===== config.mk =====
export PLATFORM = sky130hd
export DESIGN_NAME = sdram_arb_flat
export DESIGN_NICKNAME = d
export VERILOG_FILES = /design/src/rtl/sdram_arb_pkg.sv /design/src/rtl/sdram_arb_if.sv /design/src/rtl/sdram_arb_req_slot.sv /design/src/rtl/sdram_arb.sv /design/src/flat_wrapper.sv
export SDC_FILE = /design/constraint.sdc
export NUM_CORES = 1
export LEC_CHECK = 0
export BUFFER_PORTS_ARGS = -buffer_cell sky130_fd_sc_hd__buf_2
export CAP_MARGIN = 10
export CORE_MARGIN = 4
export CORE_UTILIZATION = 40
export DETAILED_ROUTE_END_ITERATION = 16
export HOLD_SLACK_MARGIN = 0.12
export PLACE_DENSITY_LB_ADDON = 0.05
export RECOVER_POWER = 25
export SYNTH_ARGS = -nofsm -noshare
export SYNTH_HDL_FRONTEND = slang
export SYNTH_HIERARCHICAL = 1
export SYNTH_SLANG_ARGS = --single-unit

===== constraint.sdc =====
create_clock -name clk -period 3.4 [get_ports clk]
set_input_delay 0 -clock clk [delete_from_list [all_inputs] [get_ports clk]]
set_output_delay 0 -clock clk [all_outputs]
set_load 0.005 [all_outputs]

===== src/rtl/sdram_arb_pkg.sv =====
// rtl/sdram_arb_pkg.sv - shared types and constants for the SDRAM arbiter
package galaxy_mem_pkg;

    localparam int         DEF_AW       = 25;
    localparam logic [7:0] TIMEOUT_FILL = 8'hFF;

    typedef enum logic [1:0] {
        IDLE,
        ISSUE,
        WAIT
    } state_t;

    typedef enum logic {
        OP_WR,
        OP_RD
    } op_t;

endpackage


===== src/rtl/sdram_arb_if.sv =====
// rtl/sdram_arb_if.sv - single-port SDRAM controller command/response bundle
interface sdram_arb_if
    import galaxy_mem_pkg::*;
#(
    parameter int AW = DEF_AW
);
    logic [AW-1:0] addr;
    logic [7:0]    din;
    logic          we;
    logic          rd;
    logic [7:0]    dout;
    logic          ready;

    modport master (output addr, din, we, rd, input dout, ready);
    modport slave  (input addr, din, we, rd, output dout, ready);
endinterface


===== src/rtl/sdram_arb_req_slot.sv =====
// rtl/sdram_arb_req_slot.sv - one-entry request capture register with overflow pulse
module req_slot
    import galaxy_mem_pkg::*;
#(
    parameter int AW = DEF_AW
) (
    input  logic          clk,
    input  logic          reset,
    input  logic          push,
    input  logic [AW-1:0] push_addr,
    input  logic [7:0]    push_data,
    input  logic          pop,
    output logic          full,
    output logic [AW-1:0] addr,
    output logic [7:0]    data,
    output logic          ovf
);
    logic held;

    // A pop in the same cycle frees the entry, so a push then is accepted.
    assign held = full && !pop;
    assign ovf  = push && held;

    always_ff @(posedge clk) begin
        if (reset) begin
            full <= 1'b0;
            addr <= '0;
            data <= '0;
        end else if (push && !held) begin
            full <= 1'b1;
            addr <= push_addr;
            data <= push_data;
        end else if (pop) begin
            full <= 1'b0;
        end
    end
endmodule


===== src/rtl/sdram_arb.sv =====
// rtl/sdram_arb.sv - arbitrates loader writes and VFD reads onto one SDRAM port
module sdram_arb
    import galaxy_mem_pkg::*;
#(
    parameter int AW           = DEF_AW,
    parameter int TIMEOUT      = 64,
    parameter int WR_BURST_MAX = 4
) (
    input  logic              clk,
    input  logic              reset,
    input  logic              ld_wr,
    input  logic [AW-1:0]     ld_addr,
    input  logic [7:0]        ld_data,
    output logic              ld_wait,
    input  logic              rq_rd,
    input  logic [AW-1:0]     rq_addr,
    output logic [7:0]        rq_data,
    output logic              rq_valid,
    output logic              rq_busy,
    sdram_arb_if.master       mem,
    output logic              err_timeout,
    output logic              err_ovf
);
    localparam int CW = $clog2(TIMEOUT);
    localparam int RW = $clog2(WR_BURST_MAX + 1);

    state_t        state, state_nx;
    op_t           op, op_nx;
    logic [CW-1:0] wait_cnt;
    logic [RW-1:0] run_cnt;
    logic          done, timed_out;

    logic          ld_full, ld_pop, ld_ovf;
    logic [AW-1:0] ld_s_addr;
    logic [7:0]    ld_s_data;
    logic          rq_full, rq_pop, rq_ovf;
    logic [AW-1:0] rq_s_addr;
    logic [7:0]    rq_s_data;

    req_slot #(.AW(AW)) u_ld_slot (
        .clk(clk), .reset(reset), .push(ld_wr), .push_addr(ld_addr), .push_data(ld_data),
        .pop(ld_pop), .full(ld_full), .addr(ld_s_addr), .data(ld_s_data), .ovf(ld_ovf)
    );

    req_slot #(.AW(AW)) u_rq_slot (
        .clk(clk), .reset(reset), .push(rq_rd), .push_addr(rq_addr), .push_data(8'h00),
        .pop(rq_pop), .full(rq_full), .addr(rq_s_addr), .data(rq_s_data), .ovf(rq_ovf)
    );

    always_comb begin
        state_nx  = state;
        op_nx     = op;
        ld_pop    = 1'b0;
        rq_pop    = 1'b0;
        done      = 1'b0;
        timed_out = 1'b0;
        case (state)
            IDLE: begin
                // A full write run forces the pending read ahead of further writes.
                if (rq_full && run_cnt == RW'(WR_BURST_MAX)) begin
                    rq_pop = 1'b1; op_nx = OP_RD; state_nx = ISSUE;
                end else if (ld_full) begin
                    ld_pop = 1'b1; op_nx = OP_WR; state_nx = ISSUE;
                end else if (rq_full) begin
                    rq_pop = 1'b1; op_nx = OP_RD; state_nx = ISSUE;
                end
            end
            ISSUE: state_nx = WAIT;
            WAIT: begin
                if (mem.ready) begin
                    done = 1'b1; state_nx = IDLE;
                end else if (wait_cnt == CW'(TIMEOUT - 1)) begin
                    timed_out = 1'b1; state_nx = IDLE;
                end
            end
            default: state_nx = IDLE;
        endcase
    end

    assign mem.we  = (state == ISSUE) && (op == OP_WR);
    assign mem.rd  = (state == ISSUE) && (op == OP_RD);
    assign ld_wait = ld_full || ((state != IDLE) && (op == OP_WR));
    assign rq_busy = rq_full || ((state != IDLE) && (op == OP_RD));

    always_ff @(posedge clk) begin
        if (reset) begin
            state       <= IDLE;
            op          <= OP_WR;
            wait_cnt    <= '0;
            run_cnt     <= '0;
            mem.addr    <= '0;
            mem.din     <= '0;
            rq_data     <= 8'h00;
            rq_valid    <= 1'b0;
            err_timeout <= 1'b0;
            err_ovf     <= 1'b0;
        end else begin
            state    <= state_nx;
            op       <= op_nx;
            rq_valid <= 1'b0;
            wait_cnt <= (state == WAIT && state_nx == WAIT) ? wait_cnt + 1'b1 : '0;
            if (ld_pop) begin
                mem.addr <= ld_s_addr;
                mem.din  <= ld_s_data;
                if (run_cnt != RW'(WR_BURST_MAX))
                    run_cnt <= run_cnt + 1'b1;
            end
            if (rq_pop) begin
                mem.addr <= rq_s_addr;
                mem.din  <= rq_s_data;
                run_cnt  <= '0;
            end
            if (op == OP_RD && (done || timed_out)) begin
                rq_valid <= 1'b1;
                rq_data  <= done ? mem.dout : TIMEOUT_FILL;
            end
            if (timed_out)
                err_timeout <= 1'b1;
            if (ld_ovf || rq_ovf)
                err_ovf <= 1'b1;
        end
    end
endmodule


===== src/flat_wrapper.sv =====
// flat-port wrapper written by rule: the top's interface ports become plain ports
module sdram_arb_flat import galaxy_mem_pkg::*;
#(
    parameter int AW           = DEF_AW,
    parameter int TIMEOUT      = 64,
    parameter int WR_BURST_MAX = 4
)
  (clk, reset, ld_wr, ld_addr, ld_data, ld_wait, rq_rd, rq_addr, rq_data, rq_valid, rq_busy, err_timeout, err_ovf, mem_addr, mem_din, mem_we, mem_rd, mem_dout, mem_ready);
  sdram_arb_if #(.AW(AW)) mem_i ();
  input  logic clk;
  input  logic reset;
  input  logic ld_wr;
  input  logic [AW-1:0] ld_addr;
  input  logic [7:0] ld_data;
  output logic ld_wait;
  input  logic rq_rd;
  input  logic [AW-1:0] rq_addr;
  output logic [7:0] rq_data;
  output logic rq_valid;
  output logic rq_busy;
  output logic err_timeout;
  output logic err_ovf;
  output wire logic [$bits(mem_i.addr)-1:0] mem_addr;
  output wire logic [$bits(mem_i.din)-1:0] mem_din;
  output wire logic [$bits(mem_i.we)-1:0] mem_we;
  output wire logic [$bits(mem_i.rd)-1:0] mem_rd;
  input wire logic [$bits(mem_i.dout)-1:0] mem_dout;
  input wire logic [$bits(mem_i.ready)-1:0] mem_ready;
  assign mem_addr = mem_i.addr;
  assign mem_din = mem_i.din;
  assign mem_we = mem_i.we;
  assign mem_rd = mem_i.rd;
  assign mem_i.dout = mem_dout;
  assign mem_i.ready = mem_ready;
  sdram_arb #(.AW(AW), .TIMEOUT(TIMEOUT), .WR_BURST_MAX(WR_BURST_MAX)) u_core (.clk(clk), .reset(reset), .ld_wr(ld_wr), .ld_addr(ld_addr), .ld_data(ld_data), .ld_wait(ld_wait), .rq_rd(rq_rd), .rq_addr(rq_addr), .rq_data(rq_data), .rq_valid(rq_valid), .rq_busy(rq_busy), .mem(mem_i), .err_timeout(err_timeout), .err_ovf(err_ovf));
endmodule

# After elaboration in Yosys (flattened, before gate mapping)
# Index checks and enable logic that the tools add are counted.
[word_totals] ff_bits=116 out_inout_bits=48 word_cells=87
[classes] addsub=2 eq_ne=6 n_mux=31 bitwise=2 n_reduce_logical=31
[op_table] op="25-bit 2-to-1 mux" n=2
[op_table] op="8-bit 2-to-1 mux" n=3
[op_table] op="1-bit 2-to-1 mux" n=20
[op_table] op="1-bit logical AND" n=13
[op_table] op="2-bit 2-to-1 mux" n=5
[op_table] op="2-bit nonzero test" n=4
[op_table] op="6-bit by 1-bit adder with 6-bit output (second input constant)" n=1
[op_table] op="6-bit equality test (second input constant)" n=1
[op_table] op="2-bit case mux with 3 select lines" n=1
[op_table] op="2-bit equality test (second input constant)" n=2
[op_table] op="1-bit zero test" n=4
[op_table] op="1-bit logical OR" n=4
[op_table] op="2-bit AND reduction" n=2
[op_table] op="2-bit OR reduction" n=2
[op_table] op="3-bit by 1-bit adder with 3-bit output (second input constant)" n=1
[op_table] op="3-bit equality test (second input constant)" n=1
[op_table] op="3-bit inequality test (second input constant)" n=1
[op_table] op="3-bit nonzero test" n=1
[op_table] op="2-bit by 1-bit equality test with 1-bit output (second input constant)" n=1
[op_table] op="2-bit zero test" n=1
[op_table] op="1-bit inverter" n=2

# Depth between registers and ports, before layout
[logic_depth] depth_word=9 ltp_mapped=10 mapped_depth_nobuf=9

# Modules after synthesis
# Netlist, hierarchy kept.
[by_module_without_submodules] mod="req_slot" n_inst=2 cells_per_inst=149 area_per_inst_um2=1560.2 seq_area_each_um2=680.7
[by_module_without_submodules] mod="sdram_arb" n_inst=1 cells_per_inst=302 area_per_inst_um2=2931.6 seq_area_each_um2=1121.1

# Least setup slack after synthesis
# No wires, ideal clock.
[synth_timing] path_type="reg-to-reg" startpoint="register u_core.run_cnt[0]" endpoint="register u_core.u_rq_slot.addr[0]" arrival_ns=1.710 required_ns=3.282 path_slack_ns=1.572 path_stages_with_launch=11 n_path_buf=2 period_less_slack_ns=1.828 path_cell_list="dfxtp_1 inv_1 ha_1 a21bo_2 nand3_1 inv_1 nor2b_4 nor2b_2 buf_6 buf_12 mux2i_1"
[synth_between] elab_chain_len=8
[synth_lines] element="start, declared" line_no="sdram_arb.sv:30" rtl="logic [RW-1:0] run_cnt;"
[synth_lines] element="start signal, assigned" line_no="sdram_arb.sv:106" rtl="run_cnt <= run_cnt + 1'b1;"
[synth_lines] element="3-bit equality test" line_no="sdram_arb.sv:60" rtl="if (rq_full && run_cnt == RW'(WR_BURST_MAX)) begin"
[synth_lines] element="1-bit logical AND" line_no="sdram_arb.sv:60"
[synth_lines] element="1-bit 2-to-1 mux" line_no="sdram_arb.sv:60"
[synth_lines] element="1-bit 2-to-1 mux" line_no="sdram_arb.sv:57" rtl="case (state)"
[synth_lines] element="via u_core.rq_pop" line_no="sdram_arb.sv:36" rtl="logic rq_full, rq_pop, rq_ovf;"
[synth_lines] element="1-bit zero test" line_no="sdram_arb_req_slot.sv:21" rtl="assign held = full && !pop;"
[synth_lines] element="1-bit logical AND" line_no="sdram_arb_req_slot.sv:21"
[synth_lines] element="1-bit zero test" line_no="sdram_arb_req_slot.sv:29" rtl="end else if (push && !held) begin"
[synth_lines] element="1-bit logical AND" line_no="sdram_arb_req_slot.sv:29"
[synth_lines] element="end signal, assigned" line_no="sdram_arb_req_slot.sv:31" rtl="addr <= push_addr;"
[synth_lines] element="end, declared" line_no="sdram_arb_req_slot.sv:14" rtl="output logic [AW-1:0] addr,"
# The timed path passes the listed nets, and every way through them passes these cells.
# A chain may end at the register's enable or synchronous reset.

# Worst setup path after layout
[layout_timing] startpoint="register u_core.run_cnt[0]" endpoint="register u_core.u_rq_slot.addr[16]"
# Same word-level chain as after synthesis.

==> impl_metrics.env <==
export IMPL_vias=4843
export IMPL_r2r_start="u_core/run_cnt[0]$_SDFFE_PP0P_"
export IMPL_drc=0
export IMPL_final_common_cell="nand2b_1"
export IMPL_tightestPinTransition_ns=0.725
export IMPL_met1_length_microns=7320
export IMPL_synth_top_cells_by_area="dfxtp_1 41%, nand2b_1 14%, mux2i_1 12%, a221o_1 5.5%, and4_1 4.9%"
export IMPL_critPathKind="flip-flop to flip-flop"
export IMPL_hp_start="reset"
export IMPL_die_y_microns=131
export IMPL_drv_slew=0
export IMPL_synth_area_sq_um=6050
export IMPL_io_buffers=118
export IMPL_gr_usage_all_layers_pct=18.1
export IMPL_clk_pin_slew_worst_paths_ns=0.05
export IMPL_drv_cap=0
export IMPL_arrival_ns=2.94
export IMPL_rsz0062_at_grt="false"
export IMPL_fillCellCount=1280
export IMPL_clock_power_share_pct=47.2
export IMPL_clock_sinks=124
export IMPL_fp_row_count=44
export IMPL_worst_endpoint_required_ns=3.76
export IMPL_dp_cells=864
export IMPL_period_needed_ns=2.58
export IMPL_fmax_mhz=388
export IMPL_path_delay_family="buffers and inverters"
export IMPL_maxUsedRoutingLayer="met4"
export IMPL_wl_met2_microns=6860
export IMPL_irDropWorstVdd_v=0.000341
export IMPL_fin_crit_sh_pct=75.9
export IMPL_grt_pass1_vias=4794
export IMPL_p_seq_share_pct=39.7
export IMPL_drtIter0Drc=272
export IMPL_overflow=0
export IMPL_ys_ff_latch=124
export IMPL_cts_resized=0
export IMPL_root_buffer="clkbuf_16"
export IMPL_p_leak_nw=3.34
export IMPL_rr_worst_depth=10
export IMPL_synth_top_area_cell="dfxtp_1"
export IMPL_gp_congestion=0.698
export IMPL_setup_violations_final=0
export IMPL_synth_seq_area_share_pct=41.0
export IMPL_cts_hold_buf=75
export IMPL_p_int_w=0.00307
export IMPL_most_common_layout_cells="133 x nand2b_1, 124 x dfxtp_1, 89 x buf_2"
export IMPL_dr_pass1_iters=4
export IMPL_r2r_end="u_core/u_rq_slot/addr[16]$_SDFFE_PP0P_"
export IMPL_synth_top_area_share_pct=41.0
export IMPL_hold_violations=0
export IMPL_insertion_delay_ns=0.41
export IMPL_drive_gt1_share_pct=18.2
export IMPL_ys_async_sr_fraction_pct=0
export IMPL_synth_edff_count=0
export IMPL_syn2layout_area_growth_pct=32.1
export IMPL_yosys_warnings=6
export IMPL_pwr_density_cell_nw_per_um2=501
export IMPL_hold_depth=2
export IMPL_fin_nets=848
export IMPL_cp_cell_sequence="inv_1, ha_1, a21bo_2, buf_4, nand3_2, inv_1, nor2b_4, nor2b_4, mux2i_1, dlygate4sd3_1"
export IMPL_die_w_microns=131
export IMPL_cts_setup_buffers=0
export IMPL_start_util_pct=41.2
export IMPL_comb_power_share_pct=13.1
export IMPL_syn_inst=600
export IMPL_htree_levels=4
export IMPL_start_kind="flip-flop"
export IMPL_grt_pass1_wl_microns=24500
export IMPL_hp_class="input pin to flip-flop"
export IMPL_cts_inserted_buffers=17
export IMPL_met3_length_microns=716
export IMPL_crit_path_end_kind="flip-flop"
export IMPL_outcome="finished clean"
export IMPL_reg2reg_slack_ns=0.82
export IMPL_drt_vias_per_instance=4.99
export IMPL_antenna_diode_count=0
export IMPL_worstPathMaxFanout=34
export IMPL_dp_hpwl_microns=9110
export IMPL_holdPathEnd="u_core/u_rq_slot/full$_SDFFE_PP0P_"
export IMPL_fin_util_pct=54.4
export IMPL_switchingPower_w=0.000941
export IMPL_drt_total_wl_microns=15200
export IMPL_ant_nets=0
export IMPL_core_sq_um=14700
export IMPL_ios=119
export IMPL_synth_cell_types=42
export IMPL_slowest_delay_ns=0.56
export IMPL_design_area_sq_um=8000
export IMPL_wl_per_cell_microns=15.6
export IMPL_place_area_sq_um=6660
export IMPL_cts_tree="done"
export IMPL_swShare_pct=23.5
export IMPL_fin_setup_tns_ns=0
export IMPL_syn_mean_instance_area_sq_um=10.1
export IMPL_grt_start_max_net_pins=86
export IMPL_dpl_worst_slack_ns=1.09
export IMPL_setup_slack_ns=0.820
export IMPL_critPathBufInv=4
export IMPL_clock_skew_ns=0.00742
export IMPL_dieArea_sq_um=17200
export IMPL_clk_path_buf_depth=2
export IMPL_slowest_stage="dlygate4sd3_1"
export IMPL_fin_cells=971
export IMPL_synthFlopType="dfxtp_1"
export IMPL_relSlewSlack_pct=51.7
export IMPL_antenna_found_initial=0
==> worst max path at each step <==
stage	startpoint	endpoint	slack [ns]	cells past startpoint
after floorplan	u_core/run_cnt[0]$_SDFFE_PP0P_	u_core/u_rq_slot/addr[0]$_SDFFE_PP0P_	1.57	10
after global placement	u_core/u_ld_slot/full$_SDFFE_PP0P_	u_core/u_ld_slot/data[5]$_SDFFE_PP0P_	1.13	6
after detailed placement	u_core/run_cnt[0]$_SDFFE_PP0P_	u_core/u_rq_slot/addr[8]$_SDFFE_PP0P_	1.09	10
after CTS	u_core/run_cnt[0]$_SDFFE_PP0P_	u_core/u_rq_slot/addr[12]$_SDFFE_PP0P_	0.84	10
after global routing	u_core/run_cnt[0]$_SDFFE_PP0P_	u_core/u_rq_slot/addr[12]$_SDFFE_PP0P_	0.64	10
final	u_core/run_cnt[0]$_SDFFE_PP0P_	u_core/u_rq_slot/addr[16]$_SDFFE_PP0P_	0.82	10
==> Yosys cell counts, types with 2 or more instances <==
master / count
a211oi_1: 2
a21bo_2: 2
a21o_1: 3
a21oi_1: 4
a221o_1: 33
a31oi_1: 2
and2_2: 2
and4_1: 34
buf_12: 6
buf_2: 5
buf_6: 7
clkbuf_1: 38
dfxtp_1: 124
ha_1: 3
inv_1: 5
mux2i_1: 74
nand2b_1: 133
nand3_1: 3
nor2_1: 16
nor2b_1: 33
nor2b_2: 2
nor2b_4: 2
nor3_1: 2
nor3b_1: 3
nor4b_1: 33
o21ai_0: 11
or3_1: 2
xor2_1: 2
==> kinds of logic (layout without fill, tap and decap cells) <==
group	after synthesis	after routing	share of synthesized area (%)
other	1	8	0.0620
AND/OR/NAND/NOR	274	274	30.9
XOR/XNOR	3	3	0.434
multiplexers	74	74	12.2
adder cells (fa/ha/maj)	3	3	0.620
buffers and inverters	61	241	6.37
AO/OA/AOI/OAI	60	60	8.31
flip-flops	124	124	41.0
==> metal layers <==
| metal | vias up | track usage, % |
|---|---|---|
| met5 | - | 0 |
| met4 | 0 | 6.72 |
| met3 | 19 | 4.19 |
| met2 | 108 | 28.9 |
| met1 | 2239 | 23.9 |
| li1 | 2477 | - |
==> through the flow <==
stage | hold slack, ns | power, W
2_1_floorplan | 0.121 | 0.00195
3_3_place_gp | 0.258 | 0.00208
3_5_place_dp | 0.260 | 0.00209
4_1_cts | 0.122 | 0.00405
5_1_grt | 0.158 | 0.00417
6_report | 0.134 | 0.00401
==> final cells by class <==
class / instances / area [sq um] / share of cell area (%)
inverter: 5 / 18.8 / 0.235
multi-input combinational: 422 / 3240 / 40.5
clock buffer: 26 / 519 / 6.49
timing repair buffer: 204 / 1400 / 17.6
sequential: 124 / 2480 / 31.0
clock inverter: 6 / 105 / 1.31
tap: 184 / 230 / 2.88
==> flip-flops by register name, summed over array words and instances (netlist names), 2 cells and up <==
register,flops
u_core/rq_data,8
u_core/u_rq_slot/data,8
u_core/mem.addr,25
u_core/u_ld_slot/data,8
u_core/mem.din,8
u_core/run_cnt,3
u_core/u_ld_slot/addr,25
u_core/wait_cnt,6
u_core/u_rq_slot/addr,25
u_core/state,2
==> power groups by stage <==
stage | Combinational, W | Sequential, W | Clock, W
2_1_floorplan | 0.000339 | 0.00161 | 0
3_3_place_gp | 0.000457 | 0.00162 | 0
6_report | 0.000524 | 0.00159 | 0.00189
3_5_place_dp | 0.000464 | 0.00162 | 0
4_1_cts | 0.000531 | 0.00159 | 0.00193
5_1_grt | 0.000578 | 0.00160 | 0.00199
Power figures use the tool's default switching activity.
